--- config.mk ---
export PLATFORM = sky130hd
export DESIGN_NAME = gray_step_ctrl
export DESIGN_NICKNAME = d
export VERILOG_FILES = /design/src/rtl/gray_step_ctrl.sv
export SDC_FILE = /design/constraint.sdc
export NUM_CORES = 1
export LEC_CHECK = 0
export ABC_AREA = 1
export ABC_CLOCK_PERIOD_IN_PS = 2800
export BUFFER_PORTS_ARGS = -buffer_cell sky130_fd_sc_hd__buf_4
export CAP_MARGIN = 15
export CORE_MARGIN = 4
export CORE_UTILIZATION = 56
export DETAILED_ROUTE_END_ITERATION = 16
export GPL_ROUTABILITY_DRIVEN = 0
export GPL_TIMING_DRIVEN = 0
export MAX_ROUTING_LAYER = met4
export PLACE_DENSITY_LB_ADDON = 0.3
export SYNTH_ARGS = -nofsm -noshare
export SYNTH_HDL_FRONTEND = slang
export SYNTH_SLANG_ARGS = --single-unit
--- constraint.sdc ---
create_clock -name clk -period 2.8 [get_ports clk]
set_clock_uncertainty 0.2 [all_clocks]
set_input_delay 0.56 -clock clk [delete_from_list [all_inputs] [get_ports clk]]
set_output_delay 0.56 -clock clk [all_outputs]
set_load 0.02 [all_outputs]
--- src/rtl/gray_step_ctrl.sv ---
// gray_step_ctrl: command-driven sequencer for a Gray-code counter register.
// A command (cmd_steps, cmd_dir) is taken over a valid/ready handshake. The
// Gray count then advances by exactly that many single-bit steps. The run can
// be paused, and it can be aborted. A one-cycle done pulse ends each command.
// Optional feature: define GRAY_DOWN_EN to latch cmd_dir and allow down
// counting. Without it the counter is up-only and no decrement logic exists.
module gray_step_ctrl #(
  parameter int WIDTH = 3,
  parameter int STEPW = 8
) (
  input  logic             clk,
  input  logic             rst,
  input  logic             cmd_valid,
  output logic             cmd_ready,
  input  logic [STEPW-1:0] cmd_steps,
  input  logic             cmd_dir,
  input  logic             pause,
  input  logic             abort,
  output logic             busy,
  output logic             done,
  output logic             aborted,
  output logic [WIDTH-1:0] gray
);

  localparam logic [1:0] IDLE = 2'd0;
  localparam logic [1:0] RUN  = 2'd1;
  localparam logic [1:0] DONE = 2'd2;

  logic [1:0]       state, state_n;
  logic [WIDTH-1:0] gray_n;
  logic [STEPW-1:0] remaining, remaining_n;
  logic             aborted_n;
  logic             accept;

`ifdef GRAY_DOWN_EN
  logic dir, dir_n;
`else
  logic unused_dir;
  assign unused_dir = cmd_dir;
`endif

  function automatic logic [WIDTH-1:0] bin2gray(input logic [WIDTH-1:0] b);
    return b ^ (b >> 1);
  endfunction

  function automatic logic [WIDTH-1:0] gray2bin(input logic [WIDTH-1:0] g);
    logic [WIDTH-1:0] b;
    b[WIDTH-1] = g[WIDTH-1];
    for (int i = WIDTH - 2; i >= 0; i--) begin
      b[i] = b[i+1] ^ g[i];
    end
    return b;
  endfunction

`ifdef GRAY_DOWN_EN
  function automatic logic [WIDTH-1:0] gray_step(input logic [WIDTH-1:0] g,
                                                 input logic down);
    logic [WIDTH-1:0] b;
    b = gray2bin(g);
    b = down ? (b - WIDTH'(1)) : (b + WIDTH'(1));
    return bin2gray(b);
  endfunction
`else
  function automatic logic [WIDTH-1:0] gray_step(input logic [WIDTH-1:0] g);
    logic [WIDTH-1:0] b;
    b = gray2bin(g) + WIDTH'(1);
    return bin2gray(b);
  endfunction
`endif

  // The handshake uses the registered ready, so it stays low through reset.
  assign accept = cmd_valid & cmd_ready;

  // Next-state decode: accept, advance/pause/abort in RUN, and DONE -> IDLE.
  always_comb begin
    state_n     = state;
    gray_n      = gray;
    remaining_n = remaining;
    aborted_n   = aborted;
`ifdef GRAY_DOWN_EN
    dir_n       = dir;
`endif
    case (state)
      IDLE: begin
        if (accept) begin
          remaining_n = cmd_steps;
`ifdef GRAY_DOWN_EN
          dir_n       = cmd_dir;
`endif
          state_n     = (cmd_steps != '0) ? RUN : DONE;
        end
      end
      RUN: begin
        if (abort) begin
          state_n   = DONE;
          aborted_n = 1'b1;
        end else if (!pause) begin
`ifdef GRAY_DOWN_EN
          gray_n      = gray_step(gray, dir);
`else
          gray_n      = gray_step(gray);
`endif
          remaining_n = remaining - STEPW'(1);
          if (remaining == STEPW'(1)) begin
            state_n = DONE;
          end
        end
      end
      DONE: begin
        state_n   = IDLE;
        aborted_n = 1'b0;
      end
      default: begin
        state_n   = IDLE;
        aborted_n = 1'b0;
      end
    endcase
  end

  // State/data registers. The status flags are registered from the next state,
  // so no input reaches an output combinationally and all flags are low in reset.
  always_ff @(posedge clk) begin
    if (rst) begin
      state     <= IDLE;
      gray      <= '0;
      remaining <= '0;
      aborted   <= 1'b0;
`ifdef GRAY_DOWN_EN
      dir       <= 1'b0;
`endif
      cmd_ready <= 1'b0;
      busy      <= 1'b0;
      done      <= 1'b0;
    end else begin
      state     <= state_n;
      gray      <= gray_n;
      remaining <= remaining_n;
      aborted   <= aborted_n;
`ifdef GRAY_DOWN_EN
      dir       <= dir_n;
`endif
      cmd_ready <= (state_n == IDLE);
      busy      <= (state_n == RUN);
      done      <= (state_n == DONE);
    end
  end

endmodule

== Word-level counts from Yosys, hierarchy flattened ==
Cells that the tools add are included.

* Register bits after elaboration: 17
* Input port bits: 14
* Word-level logic and storage cells: 43

* $add $sub $neg: 2
* Eq/ne operators: 8
* Multiplexer cells: 12
* Bitwise gates (word level): 7
* Reductions and logical operators: 7

{| class="wikitable"
|+ Operator list
! operator !! count
|-
| $mux 8 || 3
|-
| $pmux 8 s2 || 1
|-
| $mux 2 || 5
|-
| $eq 8x1->1 const B || 1
|-
| $ne 2x2->1 const B || 4
|-
| $reduce_bool 8->1 || 1
|-
| $sub 8x1->8 const B || 1
|-
| $eq 2x1->1 const B || 2
|-
| $logic_not 2->1 || 2
|-
| $pmux 2 s2 || 1
|-
| $reduce_and 4->1 || 1
|-
| $add 3x1->3 const B || 1
|-
| $not 1->1 || 3
|-
| $reduce_and 3->1 || 1
|-
| $xor 3x2->3 || 1
|-
| $eq 2x2->1 const B || 1
|-
| $pmux 1 s2 || 1
|-
| $reduce_and 2->1 || 1
|-
| $reduce_bool 2->1 || 1
|-
| $xor 1x1->1 || 2
|-
| $and 1x1->1 || 1
|-
| $mux 1 || 1
|}

== Longest topological paths before layout ==
Gate-level depths: netlist of run 1.

* Word-level depth: 6
* Gate-level depth with buffers: 9
* Mapped depth without buffers: 8

== Worst setup path after synthesis of run 1 ==
Ideal clock, no wire load.

* Path kind: input port to flip-flop
* From: input port abort
* To: register remaining[4]
* Arrival: 1.230 ns
* Required time: 2.465 ns
* Path slack: 1.235 ns
* Stages on the path: 7
* Buffers on the path: 1
* Cells stage by stage: nor2_1 > nand2_2 > o21ai_4 > inv_2 > buf_6 > o21ai_1 > a21oi_1

* Longest elaborated chain between the ends: 2

{| class="wikitable"
|+ RTL lines
! element !! RTL line !! RTL
|-
| start: declaration || 18 || <nowiki>input logic abort,</nowiki>
|-
| $ne 2x2->1 (no source line) || - ||
|-
| $reduce_and 4->1 (no source line) || - ||
|-
| end signal: assignment || 137 || <nowiki>remaining <= remaining_n;</nowiki>
|-
| end: declaration || 31 || <nowiki>logic [STEPW-1:0] remaining, remaining_n;</nowiki>
|}

No other way between the ends.
A chain may end at the register's enable or synchronous reset.

==> results of run 1 <==
==> metal layers <==
metal | track usage | up-vias
li1 | - | 494
met1 | 0.257 | 456
met2 | 0.354 | 27
met3 | 0.0398 | 6
met4 | 0.108 | 0
met5 | - | -
==> worst max path at each step <==
stage | to | depth (start not counted)
3_5_place_dp | remaining[4] | 8
2_1_floorplan | remaining[4] | 7
4_1_cts | gray[1] | 1
5_1_grt | state[1] | 7
3_3_place_gp | remaining[7] | 9
6_report | gray[2] | 1
==> power by group <==
group          switching, mW  leakage (nW)  total [mW]  internal, mW
Clock                 0.0781        0.0150       0.133        0.0554
Combinational         0.0809         0.340       0.135        0.0542
Sequential            0.0132         0.139       0.269         0.256
Total                  0.172         0.494       0.538         0.366
==> cell usage in the layout, fill, tap and decap left out <==
cell type and n:
a21oi_1 12, a21oi_2 2, a31oi_1 2, buf_2 1
buf_4 18, buf_6 1, clkbuf_1 2, clkbuf_4 3
dfxtp_1 17, ha_1 2, inv_1 15, inv_2 3
nand2_1 25, nand2_2 1, nand3_1 10, nand4_1 2
nor2_1 19, nor2_2 2, nor2_4 1, nor3_1 1
nor3b_1 1, o211ai_1 1, o21ai_0 10, o21ai_1 5
o21ai_4 1, o21bai_1 1, xnor2_1 1, xor2_1 1
==> logic make-up after synthesis <==
kind of cell               Yosys count  share of synthesized area
AOI/OAI and AO/OA                   34                      0.210
xor gates and xnor gates             2                     0.0187
adders and majority gates            2                     0.0267
buffers and inverters               21                     0.0934
DFF                                 17                      0.363
and+or+nand+nor                     62                      0.288
==> cell usage after synthesis, drive strengths merged <==
cell | count | area [um2]
a21oi | 14 | 77.6
a31oi | 2 | 12.5
buf | 2 | 16.3
clkbuf | 1 | 3.75
dfxtp | 17 | 340
ha | 2 | 25.0
inv | 18 | 67.6
nand2 | 26 | 100
nand3 | 10 | 50.1
nand4 | 2 | 12.5
nor2 | 22 | 95.1
nor3 | 1 | 5.00
nor3b | 1 | 7.51
o211ai | 1 | 7.51
o21ai | 16 | 91.3
o21bai | 1 | 7.51
xnor2 | 1 | 8.76
xor2 | 1 | 8.76
==> final cells by class <==
type | instances | share of cell area
buffer | 3 | 0.0179
clock buffer | 4 | 0.0235
inverter | 18 | 0.0604
multi-input combinational | 100 | 0.455
sequential | 17 | 0.304
tap | 16 | 0.0179
timing repair buffer | 18 | 0.121
==> results.py, run 1 <==
metrics = {
    "run": {
        "maxCapViolCount": 0,
    },
    "cells_and_area": {
        "stdcell_area_um2": 1120,
        "num-fill-cells": 125,
        "final_util": 0.726,
        "nNetsFinal": 177,
        "multiInputGateArea_um2": 509,
        "drive_gt1_frac": 0.206,
        "syn2layout_area_growth_pct": 19.4,
        "final_cells": 176,
        "diodes": 0,
        "seqCellArea_um2": 340,
    },
    "pwr": {
        "power_uw": 538,
        "ir_drop_uv": 280,
        "p_per_area_nw_per_um2": 481,
        "p_leak_nw": 0.494,
    },
    "cts": {
        "cts_setup_buffers": 0,
        "cts-resized-gates": 0,
        "cts.sinks": 17,
        "cts_buffers": 3,
        "cts-root-buf": "clkbuf_4",
        "insertion_delay_ns": 0.29,
        "hold_buffers": 0,
        "cts_buffer_depth": 2,
        "htreeDepth": 1,
        "cts_tree": "yes",
        "clkSlewWorstSetupHoldPaths_ns": 0.09,
    },
    "sta": {
        "fmax_mhz": 622,
        "setup_violations": 0,
        "layout_setup_ws_ns": 1.19,
        "timing.setup.tns_ns": 0,
        "worstMarginPinSlew_ns": 0.526,
        "slew_headroom": 0.650,
        "hold_slack_ns": 0.302,
        "maxSlewViolCount": 0,
        "finalHoldViolCount": 0,
        "fin_crit_sh": 0.574,
        "rsz0062_at_grt": "no",
        "period_needed_ns": 1.61,
    },
    "place": {
        "dp_hpwl_um": 1820,
        "io_buffers": 18,
        "place_inst": 172,
        "dp_slack_ns": 1.01,
        "placed_area_um2": 1090,
    },
    "critical_path": {
        "rr_worst_depth": 7,
        "end_kind": "primary output",
        "slowest_stage": "dfxtp_1",
        "reg2reg_slack_ns": 1.24,
        "r2r_start": "remaining[1]",
        "critPathKind": "reg -> out",
        "crit_required_ns": 2.04,
        "reg2reg_to": "state[1]",
        "path_cells": "buf_4",
        "cp-start-kind": "register",
        "arrival_ns": 0.85,
        "slowest_delay_ns": 0.40,
        "cp_top_family": "flip-flops",
        "worst-path-buf-inv": 1,
        "path_max_fanout": 4,
    },
    "global_routing": {
        "antenna_found_initial": 0,
        "grt_max_degree": 11,
        "grt_pass1_wl_um": 4170,
        "grt_usage": 0.219,
        "grt_pass1_vias": 981,
        "grt-ovfl-total": 0,
    },
    "detailed_routing": {
        "dr_wl_met3_um": 97,
        "initialDrtViolationCount": 29,
        "wl_met2_um": 1210,
        "met1_length_um": 1020,
        "via_per_inst": 5.59,
        "drc": 0,
        "wl_um": 2380,
        "wl_per_cell_um": 13.5,
        "vias": 983,
        "drtPass1Iterations": 4,
        "postRouteAntennaNets": 0,
        "dr.max_layer_used": "met4",
    },
    "min_path": {
        "hp-class": "reg -> reg",
        "min_path_cells": 1,
    },
    "synthesis": {
        "syn-num-nets": 154,
        "syn_area_per_cell_um2": 6.79,
        "synth-warning-count": 0,
        "ys_seq_area_frac": 0.363,
        "netlist_instances": 138,
        "syn_area_um2": 937,
        "ys_seq_elements": 17,
        "ys_types": 26,
    },
    "die": {
        "initial_core_util": 0.608,
        "die_h_um": 48.9,
        "rows": 14,
        "dieWidth_um": 48.9,
        "core_um2": 1540,
        "io_pins": 21,
        "die-area_um2": 2390,
    },
    "status": {
        "status": "completed",
    },
}
Power figures use the tool's default switching activity.
==> inputs of run 2 (changes only) <==
--- a/config.mk
+++ b/config.mk
@@ -6,11 +6,11 @@
 export NUM_CORES = 1
 export LEC_CHECK = 0
 export ABC_AREA = 1
-export ABC_CLOCK_PERIOD_IN_PS = 2800
+export ABC_CLOCK_PERIOD_IN_PS = 1500
 export BUFFER_PORTS_ARGS = -buffer_cell sky130_fd_sc_hd__buf_4
 export CAP_MARGIN = 15
 export CORE_MARGIN = 4
-export CORE_UTILIZATION = 56
+export CORE_UTILIZATION = 52
 export DETAILED_ROUTE_END_ITERATION = 16
 export GPL_ROUTABILITY_DRIVEN = 0
 export GPL_TIMING_DRIVEN = 0
==> constraint.sdc (replaced) <==
create_clock -name clk -period 1.5 [get_ports clk]
set_clock_uncertainty 0.2 [all_clocks]
set_input_delay 0.3 -clock clk [delete_from_list [all_inputs] [get_ports clk]]
set_output_delay 0.3 -clock clk [all_outputs]
set_load 0.02 [all_outputs]
==> run 2 against run 1 <==
Non-clock buffer count up 5. Clock-buffer cell count unchanged. Global-route usage down 2.2 points. Power up 92%. Die area up 6.4%. Sequential power up 89%. Highest routed layer unchanged.
==> results.py, run 2 (synthesis results as in run 1) <==
metrics = {
    "status": {
        "status": "completed",
    },
    "cts": {
        "htreeDepth": 1,
        "cts.sinks": 17,
        "cts_tree": "yes",
        "cts-root-buf": "clkbuf_4",
        "cts_buffer_depth": 2,
        "cts_buffers": 3,
        "insertion_delay_ns": 0.29,
        "clkSlewWorstSetupHoldPaths_ns": 0.09,
    },
    "sta": {
        "worstMarginPinSlew_ns": 0.538,
        "layout_setup_ws_ns": 0.0822,
        "finalHoldViolCount": 0,
        "maxSlewViolCount": 0,
        "rsz0062_at_grt": "yes",
        "slew_headroom": 0.641,
        "period_needed_ns": 1.42,
        "fmax_mhz": 705,
        "hold_slack_ns": 0.0902,
        "fin_crit_sh": 0.945,
        "setup_violations": 0,
    },
    "die": {
        "dieWidth_um": 50.5,
        "rows": 15,
        "die_h_um": 50.5,
        "die-area_um2": 2550,
        "initial_core_util": 0.549,
        "core_um2": 1710,
        "io_pins": 21,
    },
    "critical_path": {
        "path_max_fanout": 10,
        "crit_required_ns": 1.53,
        "r2r_start": "state[0]",
        "critPathKind": "reg -> reg",
        "cp-start-kind": "register",
        "arrival_ns": 1.45,
        "crit_path_start": "state[0]",
        "rr_worst_depth": 9,
        "end_kind": "register",
    },
    "global_routing": {
        "grt-ovfl-total": 0,
        "antenna_found_initial": 0,
        "grt_usage": 0.196,
        "grt_max_degree": 11,
        "grt_pass1_vias": 901,
        "grt_pass1_wl_um": 3770,
    },
    "pwr": {
        "p_leak_nw": 0.536,
        "ir_drop_uv": 721,
        "p_per_area_nw_per_um2": 845,
    },
    "cells_and_area": {
        "syn2layout_area_growth_pct": 30.6,
        "diodes": 0,
        "drive_gt1_frac": 0.315,
        "final_cells": 190,
        "layout_commonest_cell": "nand2_1",
        "num-fill-cells": 142,
        "nNetsFinal": 182,
        "final_cell_mix": "24 x nand2_1, 23 x buf_4, 17 x nor2_1, 14 x inv_1, 13 x dfxtp_1",
    },
    "place": {
        "dp_slack_ns": -0.0285,
        "io_buffers": 18,
        "dp_hpwl_um": 1710,
        "place_inst": 181,
    },
    "min_path": {
        "hp-class": "in -> reg",
        "min_path_cells": 3,
        "hp-start": "cmd_steps[2]",
    },
    "detailed_routing": {
        "wl_um": 2290,
        "drtPass1Iterations": 4,
        "wl_per_cell_um": 12.0,
        "via_per_inst": 5.06,
        "initialDrtViolationCount": 24,
        "postRouteAntennaNets": 0,
        "drc": 0,
        "vias": 962,
    },
    "run": {
        "maxCapViolCount": 0,
    },
}
-- run 2: layer usage --
layer  up-vias  GRT usage  part of all wire  wire length, um
met3         6     0.0267             0.031               71
met2        30      0.330              0.51             1170
li1        506          -                 -                -
met4         0     0.0807             0.015               34
met1       420      0.235              0.44             1010
met5         -          -                 0                0
-- run 2: final cells by class --
class	instances	area, um2	area share
plain buffers	3	20.0	0.0164
clock buffers	4	26.3	0.0215
inverters	18	67.6	0.0552
multi-input cells	100	558	0.456
flip-flops and latches	17	348	0.284
well taps	25	31.3	0.0256
repair buffers	23	173	0.141
-- run 2: worst paths after layout --
| check | to | slack, ns |
|---|---|---|
| hold / removal | remaining[2] | 0.09 |
| setup reg to reg | remaining[6] | 0.08 |
| hold reg to reg | gray[0] | 0.30 |
| setup / recovery | remaining[6] | 0.08 |
-- run 2: per-stage QoR --
stage | utilization | setup TNS, ns | total power, mW | instance area (um2)
5_1_grt | 0.716 | -0.0307 | 1.10 | 1220
2_1_floorplan | - | 0 | 0.682 | 937
3_3_place_gp | 0.646 | -0.0314 | 0.750 | 1100
6_report | 0.716 | 0 | 1.03 | 1220
3_5_place_dp | 0.646 | -0.0625 | 0.760 | 1100
4_1_cts | 0.663 | 0 | 1.00 | 1130
-- run 2: what timing repair did --
item / 4_1_cts / 5_1_grt
gates resized for setup: 1 / 17
hold buffers: 0 / 0
pin swaps: 0 / 7
endpoints found under the hold margin: 0 / 0
setup buffers: 0 / 5
setup endpoints to repair: 1 / 12
-- run 2: worst max-delay path, stage by stage (launching register included) --
cell and delay, ns:
dfxtp_2 0.36, inv_2 0.06, nor2_4 0.14, nand2_4 0.08
o21ai_4 0.08, inv_2 0.06, buf_6 0.14, nor2_2 0.07
nand2_1 0.06, a21oi_2 0.10
-- run 2: report_power, final --
part	switching (mW)	internal, mW	leakage, nW
Clock	0.142	0.104	0.0150
Combinational	0.158	0.122	0.380
Sequential	0.0294	0.479	0.141
==> inputs of run 3 (changes only) <==
--- a/config.mk
+++ b/config.mk
@@ -5,7 +5,6 @@
 export SDC_FILE = /design/constraint.sdc
 export NUM_CORES = 1
 export LEC_CHECK = 0
-export ABC_AREA = 1
 export ABC_CLOCK_PERIOD_IN_PS = 1500
 export BUFFER_PORTS_ARGS = -buffer_cell sky130_fd_sc_hd__buf_4
 export CAP_MARGIN = 15
==> run 3 against run 2 <==
The flow now finishes with violations (negative setup slack). Synthesized cell count fell by 22%. Die area up 0.58%. Final area up 9.6%. Largest power group unchanged. Utilization is 6.0 points higher. Largest cell class unchanged. Clock-buffer cell count decreased by 1. First-iteration DRC count fell by 13%. Clock power grew 6%. Register-to-register slack got worse by 0.25 ns. Power is 5.8% higher. Sequential power is 2% higher. Critical path depth fell by 4.
==> results.py, run 3 <==
metrics = {
    "detailed_routing": {
        "wl_um": 2590,
        "initialDrtViolationCount": 21,
        "drc": 0,
        "postRouteAntennaNets": 0,
        "wl_per_cell_um": 16.2,
        "drtPass1Iterations": 4,
        "via_per_inst": 5.99,
        "vias": 959,
    },
    "cells_and_area": {
        "diodes": 0,
        "stdcell_area_um2": 1340,
        "final_cell_mix": "23 x buf_4, 10 x dfxtp_1, 9 x nor2_1, 7 x a21oi_1",
        "seqCellArea_um2": 354,
        "multiInputGateArea_um2": 652,
        "final_cells": 160,
        "syn2layout_area_growth_pct": 42.2,
        "drive_gt1_frac": 0.481,
        "num-fill-cells": 131,
        "layout_commonest_cell": "buf_4",
        "nNetsFinal": 152,
    },
    "synthesis": {
        "synth-warning-count": 0,
        "syn_area_per_cell_um2": 8.82,
        "syn_area_um2": 943,
        "async_flop_share": 0,
        "ys.flop_type": "dfxtp_1",
        "ys_types": 38,
        "netlist_top_cells_count": "17 x dfxtp_1, 11 x a21oi_1, 11 x nor2_1, 8 x o21ai_0, 6 x nand2_1",
        "netlist_instances": 107,
        "yosys-top-cells-area": "dfxtp_1 36%, a21oi_1 5.8%, nor2_1 4.4%",
        "yosys.area.top_type": "dfxtp_1",
        "ys_seq_elements": 17,
        "ys_seq_area_frac": 0.361,
        "synth_edf_count": 0,
        "yosysMostFrequentCell": "dfxtp_1",
        "synth_top_cell_area_share": 0.361,
        "syn-num-nets": 123,
    },
    "global_routing": {
        "grt_usage": 0.218,
        "grt_util_met2": 0.339,
        "grt_pass1_vias": 866,
        "top_usage_layer": "met2",
        "antenna_found_initial": 0,
        "grt_pass1_wl_um": 4080,
        "grt-ovfl-total": 0,
        "use_met1": 0.283,
        "grt_use_met3": 0.0267,
        "grt_max_degree": 12,
    },
    "critical_path": {
        "rr_worst_depth": 5,
        "r2r_start": "state[1]",
        "path_max_fanout": 5,
        "reg2reg_slack_ns": -0.17,
        "end_kind": "register",
        "critPathKind": "reg -> reg",
        "slowest_delay_ns": 0.52,
        "slowest_stage": "or4b_4",
        "reg2reg_to": "remaining[4]",
        "crit_required_ns": 1.53,
        "cp-start-kind": "register",
        "crit_path_start": "state[1]",
        "path_cells": "or4b_4 > o31ai_4 > buf_12 > a21oi_2 > nor3_2",
        "arrival_ns": 1.70,
    },
    "status": {
        "status": "finished with violations",
        "violations": "negative setup slack",
    },
    "pwr": {
        "p_leak_nw": 0.500,
        "power_mw": 1.09,
        "p_per_area_nw_per_um2": 816,
        "ir_drop_uv": 496,
    },
    "sta": {
        "period_needed_ns": 1.67,
        "layout_setup_ws_ns": -0.171,
        "fmax_mhz": 598,
        "worstMarginPinSlew_ns": 0.548,
        "fin_crit_sh": 1.11,
        "timing.setup.tns_ns": -1.39,
        "finalHoldViolCount": 0,
        "slew_headroom": 0.635,
        "setup_violations": 13,
        "maxSlewViolCount": 0,
        "rsz0062_at_grt": "yes",
    },
    "cts": {
        "insertion_delay_ns": 0.30,
        "cts-root-buf": "clkbuf_4",
        "cts.sinks": 17,
        "clkSlewWorstSetupHoldPaths_ns": 0.11,
        "cts_buffers": 3,
        "cts_tree": "yes",
        "htreeDepth": 1,
        "cts_buffer_depth": 2,
    },
    "run": {
        "maxCapViolCount": 0,
    },
    "min_path": {
        "holdPathEnd": "remaining[6]",
        "min_path_cells": 2,
        "hp-class": "in -> reg",
        "hp-start": "rst",
    },
    "place": {
        "place_inst": 151,
        "placed_area_um2": 1130,
        "dp_hpwl_um": 1650,
        "io_buffers": 19,
    },
    "die": {
        "rows": 15,
        "io_pins": 21,
        "dieWidth_um": 50.6,
        "initial_core_util": 0.546,
        "die_h_um": 50.6,
        "core_um2": 1730,
        "die-area_um2": 2560,
    },
}
==> run 3: metrics by stage <==
step	setup WS [ns]	utilization	hold WS [ns]
floorplan	-0.141	-	0.173
global placement	-0.332	0.657	0.279
detailed placement	-0.397	0.657	0.301
CTS	-0.171	0.735	0.00384
global route	-0.235	0.777	0.0328
finish	-0.171	0.777	0.0360
==> run 3: power breakdown <==
| group | switching [mW] | internal [mW] | total (mW) | leakage [nW] |
|---|---|---|---|---|
| combinational | 0.159 | 0.154 | 0.313 | 0.343 |
| sequential | 0.0396 | 0.481 | 0.521 | 0.142 |
| clock | 0.159 | 0.102 | 0.261 | 0.0139 |
==> run 3: cells by family after synthesis <==
kind of cell	share of synthesized area
compound gates	0.324
xor+xnor	0.00929
fa+ha+maj	0.0265
buf+inv	0.0676
flops	0.361
simple gates	0.212
==> run 3: worst max-delay path, delay by kind of cell (launching register included) <==
kind | cells | cell delay (ns)
compound gates | 2 | 0.19
buf+inv | 1 | 0.18
flops | 1 | 0.34
simple gates | 2 | 0.68
==> run 3: worst max path at each step <==
stage / endpoint / slack [ns]
3_5_place_dp: remaining[4] / -0.40
5_1_grt: remaining[6] / -0.24
3_3_place_gp: remaining[1] / -0.33
4_1_cts: remaining[4] / -0.17
6_report: remaining[4] / -0.17
2_1_floorplan: remaining[1] / -0.14
==> run 3: what timing repair did <==
item	in CTS	in global routing
resized for setup	16	20
cloned	1	0
setup endpoints to repair	15	15
hold buffers	0	0
endpoints found under the hold margin	0	0
pin swaps	9	6
setup buffers	4	1
==> run 3: area by class of cell <==
type | count | share of cell area
buffer | 5 | 0.0354
clock buffer | 3 | 0.0168
clock inverter | 1 | 0.00560
inverter | 4 | 0.0112
multi-input combinational | 80 | 0.486
sequential | 17 | 0.264
tap | 25 | 0.0233
timing repair buffer | 25 | 0.158
==> run 3: layer usage <==
layer  vias up  routed length, um
li1        459                  -
met1       464               1180
met2        30               1230
met3         6                141
met4         0                 50
met5         -                  0
